<file path="config.mk">
export PLATFORM = sky130hd
export DESIGN_NAME = fb_rect_fill
export DESIGN_NICKNAME = d
export VERILOG_FILES = /design/src/rtl/fb_pkg.sv /design/src/rtl/fb_addr_gen.sv /design/src/rtl/fb_rect_fill.sv
export SDC_FILE = /design/constraint.sdc
export NUM_CORES = 1
export LEC_CHECK = 0
export ABC_AREA = 0
export CAP_MARGIN = 20
export CORE_UTILIZATION = 50
export CTS_CLUSTER_SIZE = 25
export DETAILED_ROUTE_END_ITERATION = 7
export GPL_ROUTABILITY_DRIVEN = 0
export HOLD_SLACK_MARGIN = 0.1
export PLACE_DENSITY = 0.72
export REMOVE_ABC_BUFFERS = 1
export SYNTH_ARGS = -nofsm -noshare
export SYNTH_HDL_FRONTEND = slang
export SYNTH_SLANG_ARGS = --single-unit
</file>
<file path="constraint.sdc">
create_clock -name clk -period 6.2 [get_ports clk]
set_input_delay 0.93 -clock clk [delete_from_list [all_inputs] [get_ports clk]]
set_output_delay 0.93 -clock clk [all_outputs]
set_load 0.005 [all_outputs]
</file>
<file path="src/rtl/fb_pkg.sv">
// Shared types and geometry for the framebuffer rectangle fill engine.
package fb_pkg;

  localparam int RES_X      = 320;
  localparam int RES_Y      = 240;
  localparam int MEM_WIDTH  = 8;
  localparam int ADDR_WIDTH = $clog2(RES_X * RES_Y);
  localparam int X_W        = $clog2(RES_X + 1);
  localparam int Y_W        = $clog2(RES_Y + 1);

  // One 0b00RRGGBB pixel.
  typedef logic [MEM_WIDTH-1:0] pixel_t;

  typedef struct packed {
    logic [X_W-1:0] x0;
    logic [Y_W-1:0] y0;
    logic [X_W-1:0] w;
    logic [Y_W-1:0] h;
    pixel_t         color;
  } fill_cmd_t;

  typedef enum logic [2:0] {IDLE, SETUP, WAIT_FRAME, FILL, DONE} fill_state_t;

  // Exclusive right edge, clipped to the screen; the sum carries one extra bit
  // so x0+w can never wrap before the comparison.
  function automatic logic [X_W-1:0] clip_x(input logic [X_W-1:0] x0,
                                            input logic [X_W-1:0] w);
    logic [X_W:0] sum;
    sum = {1'b0, x0} + {1'b0, w};
    return (sum > (X_W+1)'(RES_X)) ? X_W'(RES_X) : sum[X_W-1:0];
  endfunction

  // Exclusive bottom edge, clipped to the screen.
  function automatic logic [Y_W-1:0] clip_y(input logic [Y_W-1:0] y0,
                                            input logic [Y_W-1:0] h);
    logic [Y_W:0] sum;
    sum = {1'b0, y0} + {1'b0, h};
    return (sum > (Y_W+1)'(RES_Y)) ? Y_W'(RES_Y) : sum[Y_W-1:0];
  endfunction

endpackage

</file>
<file path="src/rtl/fb_addr_gen.sv">
// Raster address generator: tracks the pixel currently on the write port and
// offers the address of the next one. row_base is kept incrementally so the
// only multiply is y0*RES_X at load time.
module fb_addr_gen
  import fb_pkg::*;
(
  input  logic                  clk,
  input  logic                  rst,
  input  logic                  load,
  input  logic                  step,
  input  logic [X_W-1:0]        x0,
  input  logic [Y_W-1:0]        y0,
  input  logic [X_W-1:0]        xe,
  input  logic [Y_W-1:0]        ye,
  output logic [ADDR_WIDTH-1:0] next_addr,
  output logic                  last
);

  logic [X_W-1:0]        col;
  logic [Y_W-1:0]        row;
  logic [ADDR_WIDTH-1:0] row_base;
  logic [ADDR_WIDTH-1:0] base_y0;
  logic                  row_end;

  assign base_y0 = ADDR_WIDTH'(y0) * ADDR_WIDTH'(RES_X);
  assign row_end = ({1'b0, col} + (X_W+1)'(1)) == {1'b0, xe};
  assign last    = row_end && (({1'b0, row} + (Y_W+1)'(1)) == {1'b0, ye});

  // Address of the pixel that follows the one currently being written.
  always_comb begin
    // NOTE: next_addr gets a value before any branch, so no path leaves it unassigned and no latch is inferred.
    next_addr = row_base + ADDR_WIDTH'(col) + ADDR_WIDTH'(1);
    if (load)
      next_addr = base_y0 + ADDR_WIDTH'(x0);
    else if (row_end)
      next_addr = row_base + ADDR_WIDTH'(RES_X) + ADDR_WIDTH'(x0);
  end

  // Position counters: load points at the first pixel, step walks raster order.
  always_ff @(posedge clk) begin
    // NOTE: registers use non-blocking assignments so every update sees pre-edge values.
    if (rst) begin
      col      <= '0;
      row      <= '0;
      row_base <= '0;
    end else if (load) begin
      col      <= x0;
      row      <= y0;
      row_base <= base_y0;
    end else if (step) begin
      if (row_end) begin
        col      <= x0;
        row      <= row + Y_W'(1);
        row_base <= row_base + ADDR_WIDTH'(RES_X);
      end else begin
        col <= col + X_W'(1);
      end
    end
  end

endmodule

</file>
<file path="src/rtl/fb_rect_fill.sv">
// Rectangle fill engine: accepts one clipped rectangle per valid/ready
// handshake and writes it into the framebuffer one pixel per clock.
// Optional FB_FILL_VSYNC_GATE_EN adds frame_start and holds each fill in
// WAIT_FRAME until the next frame boundary.
module fb_rect_fill
  import fb_pkg::*;
(
  input  logic                  clk,
  input  logic                  rst,
  input  logic                  cmd_valid,
  output logic                  cmd_ready,
  input  logic [X_W-1:0]        cmd_x0,
  input  logic [Y_W-1:0]        cmd_y0,
  input  logic [X_W-1:0]        cmd_w,
  input  logic [Y_W-1:0]        cmd_h,
  input  logic [MEM_WIDTH-1:0]  cmd_color,
  output logic [ADDR_WIDTH-1:0] mem_addr,
  output logic [MEM_WIDTH-1:0]  din,
  output logic                  wen,
  output logic                  busy,
  output logic                  done
`ifdef FB_FILL_VSYNC_GATE_EN
  ,
  input  logic                  frame_start
`endif
);

  fill_state_t           state;
  fill_cmd_t             cmd;
  logic [X_W-1:0]        xe;
  logic [Y_W-1:0]        ye;
  logic                  empty;
  logic                  accept;
  logic                  load;
  logic                  step;
  logic                  last;
  logic [ADDR_WIDTH-1:0] next_addr;

  assign cmd_ready = (state == IDLE) && !rst;
  assign accept    = cmd_valid && cmd_ready;

  // Clip window derived from the captured command; stable for the whole fill.
  assign xe    = clip_x(cmd.x0, cmd.w);
  assign ye    = clip_y(cmd.y0, cmd.h);
  assign empty = (cmd.w == '0) || (cmd.h == '0) ||
                 (cmd.x0 >= X_W'(RES_X)) || (cmd.y0 >= Y_W'(RES_Y));

`ifdef FB_FILL_VSYNC_GATE_EN
  assign load = (state == WAIT_FRAME) && frame_start;
`else
  assign load = (state == SETUP) && !empty;
`endif
  assign step = (state == FILL) && !last;

  fb_addr_gen u_addr_gen (
    .clk       (clk),
    .rst       (rst),
    .load      (load),
    .step      (step),
    .x0        (cmd.x0),
    .y0        (cmd.y0),
    .xe        (xe),
    .ye        (ye),
    .next_addr (next_addr),
    .last      (last)
  );

  // Command FSM with registered write port, busy and done.
  always_ff @(posedge clk) begin
    if (rst) begin
      state    <= IDLE;
      cmd      <= '0;
      mem_addr <= '0;
      din      <= '0;
      wen      <= 1'b0;
      busy     <= 1'b0;
      done     <= 1'b0;
    end else begin
      done <= 1'b0;
      case (state)
        IDLE: begin
          if (accept) begin
            cmd   <= '{x0: cmd_x0, y0: cmd_y0, w: cmd_w, h: cmd_h, color: cmd_color};
            busy  <= 1'b1;
            state <= SETUP;
          end
        end
        SETUP: begin
          if (empty) begin
            done  <= 1'b1;
            state <= DONE;
          end else begin
`ifdef FB_FILL_VSYNC_GATE_EN
            state <= WAIT_FRAME;
`else
            mem_addr <= next_addr;
            din      <= cmd.color;
            wen      <= 1'b1;
            state    <= FILL;
`endif
          end
        end
`ifdef FB_FILL_VSYNC_GATE_EN
        WAIT_FRAME: begin
          if (frame_start) begin
            mem_addr <= next_addr;
            din      <= cmd.color;
            wen      <= 1'b1;
            state    <= FILL;
          end
        end
`endif
        FILL: begin
          if (last) begin
            wen   <= 1'b0;
            done  <= 1'b1;
            state <= DONE;
          end else begin
            mem_addr <= next_addr;
          end
        end
        DONE: begin
          busy  <= 1'b0;
          state <= IDLE;
        end
        default: begin
          busy  <= 1'b0;
          wen   <= 1'b0;
          state <= IDLE;
        end
      endcase
    end
  end

endmodule
</file>
==> flow_summary_export.csv <==
group,metric,value,unit
clock_network,cts_buffer_depth,2,
die,die-area,13900,um2
die,num_rows,42,
synth,synth_warnings,0,
clock_network,cts_resized,0,
synth,yosysTopAreaCellShare,30.0,%
timing,worst_slack,1.47,ns
critical_path,cp.required,6.45,ns
final_layout,finalInstanceArea,7840,um2
clock_network,cts_tree,"built",
synth,post_synth.cell_area_avg,7.96,um2
clock_network,cts_root_buf,"clkbuf_16",
timing,setup_violations,0,
clock_network,cts_setup_buffers,0,
clock_network,clk_pin_slew,0.07,ns
grt,grt_use_total,24.6,%
critical_path,worst-path-max-fanout,21,
clock_network,cts-buffers-inserted,9,
critical_path,crit_arrival,4.98,ns
final_layout,synthToLayoutAreaGrowth,16.4,%
synth,synth-seq-cells,101,
flow_run,max_cap_viol_count,0,
synth,async_reset_ff_share,0,%
clock_network,clk-insertion-delay-late,0.36,ns
final_layout,fin_util,59.4,%
synth,synth-adder-area-share,9.11,%
synth,yosys.area_share.simple,23.3,%
route,met3_length,714,um
final_layout,finalNonFillerCells,1074,
grt,antenna_found_initial,0,
power,max-vdd-ir-drop,0.175,mV
critical_path,cp-start-kind,"flop",
clock_network,clock-sinks,101,
grt,grt_first_pass_wirelength,27.6,mm
synth,synth_compound_area_share,21.8,%
synth,netlist_top_cells_area,"dfxtp_1 (30%), nand2_1 (8.2%), ha_1 (7.6%)",
route,top_layer,"met4",
synth,yosysSeqAreaShare,30.0,%
timing,tns,0,ns
synth,synth_xor_area_share,8.72,%
status,outcome,"finished, final reports clean",
synth,synth_top_family_by_area,"simple AND/OR/NAND/NOR gates",
grt,grt_pass1_vias,5607,
grt,grt_max_degree,53,
timing,rsz0062_at_grt,"false",
die,start_util,51.0,%
placed_design,place_inst,1058,
final_layout,fill_cells,1238,
critical_path,path_class,"reg -> reg",
placed_design,dpl.hpwl,11.6,mm
route,via_per_inst,5.71,
final_layout,final_common_cell,"nand2_1",
die,io_pins,74,
route,wl_met2,7.59,mm
placed_design,dpl_cell_area,7540,um2
route,routedWlPerCell,15.4,um
timing,fin_crit_sh,76.4,%
final_layout,nets,984,
die,die_h,118,um
die,dieWidth,118,um
clock_network,h-tree-depth,3,
critical_path,r2r_cells,13,
timing,drv_slew,0,
min_path,holdCritPathClass,"reg -> reg",
power,power.density,279,nW/um2
route,first_pass_iters,5,
timing,period_minus_slack,4.73,ns
final_layout,final_cell_mix,"nand2_1 (147), dfxtp_1 (101), clkdlybuf4s50_1 (72)",
clock_network,holdBufCountCts,0,
synth,syn_area,6730,um2
synth,yosysTopAreaCell,"dfxtp_1",
critical_path,critPathCaptureType,"flop",
placed_design,dpl_worst_slack,1.50,ns
route,drc_errors,0,
timing,report.final.hold_viol_count,0,
timing,max_freq,211,MHz
timing,slew-limit-headroom,21.4,%
min_path,holdPathStages,2,
route,ant_nets,0,
synth,synth.area.mux_share,2.73,%
route,wirelength,16.6,mm
timing,worst_slew_pin_slew,1.16,ns
final_layout,drive_above_1_share,5.79,%
grt,grt_remaining_overflow,0,
die,core,13200,um2
route,drt-met1-wl,8.05,mm
power,power_leakage,0.00321,uW
synth,synth-edff-count,0,
synth,synthDistinctLibCells,80,
placed_design,numPortBuffers,73,
final_layout,diodes,0,
route,dr.first_iter.drc_count,374,
timing,skew,0.0115,ns
synth,synthCells,846,
route,num_vias,6134,
synth,ys.flop_type,"dfxtp_1",
-- metal layers --
layer | global-route usage, % | vias up
li1 | - | 3130
met3 | 3.88 | 19
met1 | 33.7 | 2839
met2 | 39.7 | 146
met5 | 0 | -
met4 | 7.21 | 0
-- worst paths after layout --
| check | startpoint | to | slack, ns |
|---|---|---|---|
| worst max register to register | cmd[25]$_SDFFE_PP0P_ | u_addr_gen.col[2]$_SDFFE_PP0P_ | 1.47 |
| worst min register to register | mem_addr[0]$_SDFFE_PP0P_ | mem_addr[0]$_SDFFE_PP0P_ | 0.45 |
| worst max-delay path | cmd[25]$_SDFFE_PP0P_ | u_addr_gen.col[2]$_SDFFE_PP0P_ | 1.47 |
| worst min-delay path | mem_addr[0]$_SDFFE_PP0P_ | mem_addr[0]$_SDFFE_PP0P_ | 0.45 |
-- flip-flops by register name (all words and copies together), names as in the netlist --
signal / cells
u_addr_gen.row: 8
wen: 1
u_addr_gen.row_base: 11
done: 1
u_addr_gen.col: 9
mem_addr: 17
din: 8
busy: 1
cmd: 42
state: 3
-- area by class of cell --
| cell class | instances | area [um2] | share of cell area [%] |
|---|---|---|---|
| clock inverter | 7 | 73.8 | 0.942 |
| sequential | 101 | 2020 | 25.8 |
| tap | 176 | 220 | 2.81 |
| multi-input combinational | 675 | 4430 | 56.5 |
| inverter | 27 | 101 | 1.29 |
| clock buffer | 9 | 225 | 2.87 |
| timing repair buffer | 79 | 771 | 9.83 |
-- synth_stat cells, types with 6 or more instances --
cell type and number:
nor4_1 9, o31ai_1 6, nor2_1 45, ha_1 41
nor2b_1 10, a21oi_1 58, a211oi_1 10, clkbuf_1 33
o21ai_0 40, nor3_1 13, or3_1 11, nand3_1 54
nand2_1 147, a31oi_1 9, o211ai_1 10, xnor2_1 46
o21ai_1 6, dfxtp_1 101, a211o_1 8, mux2i_1 15
a311oi_1 9, a21o_1 13, xor2_1 21, nand2b_1 6
inv_1 26
-- per-stage QoR --
stage	power (uW)	hold slack, ns
4_1_cts	2200	0.456
3_5_place_dp	1620	0.445
2_1_floorplan	1380	0.426
5_1_grt	2330	0.469
6_report	2190	0.453
3_3_place_gp	1610	0.438
-- cell families (layout without fill, tap and decap cells) --
logic type,after synthesis,after routing
buffers and inverters,70,122
AND/OR/NAND/NOR,330,330
XOR/XNOR,67,67
adder cells (fa/ha/maj),46,46
AO/OA/AOI/OAI,214,214
flip-flops,101,101
multiplexers,18,18
-- where the power goes --
| group | leakage [uW] | internal, uW | switching (uW) |
|---|---|---|---|
| Combinational | 0.00224 | 344 | 443 |
| Sequential | 0.000824 | 729 | 98.3 |
| Clock | 0.000147 | 286 | 289 |
-- worst max-delay path: stages, from the launching register on --
cell and delay, ns:
dfxtp_1 0.36, ha_1 0.24, fa_1 0.43, a21oi_1 0.26
o21ai_0 0.15, o41a_1 0.43, a2111o_1 0.41, xnor2_1 0.18
mux2i_1 0.23, o2111ai_2 0.22, nand3b_2 0.36, a21oi_2 0.85
nor3_1 0.15, a311o_1 0.35
Note: power is estimated with default switching activity, not from simulation.
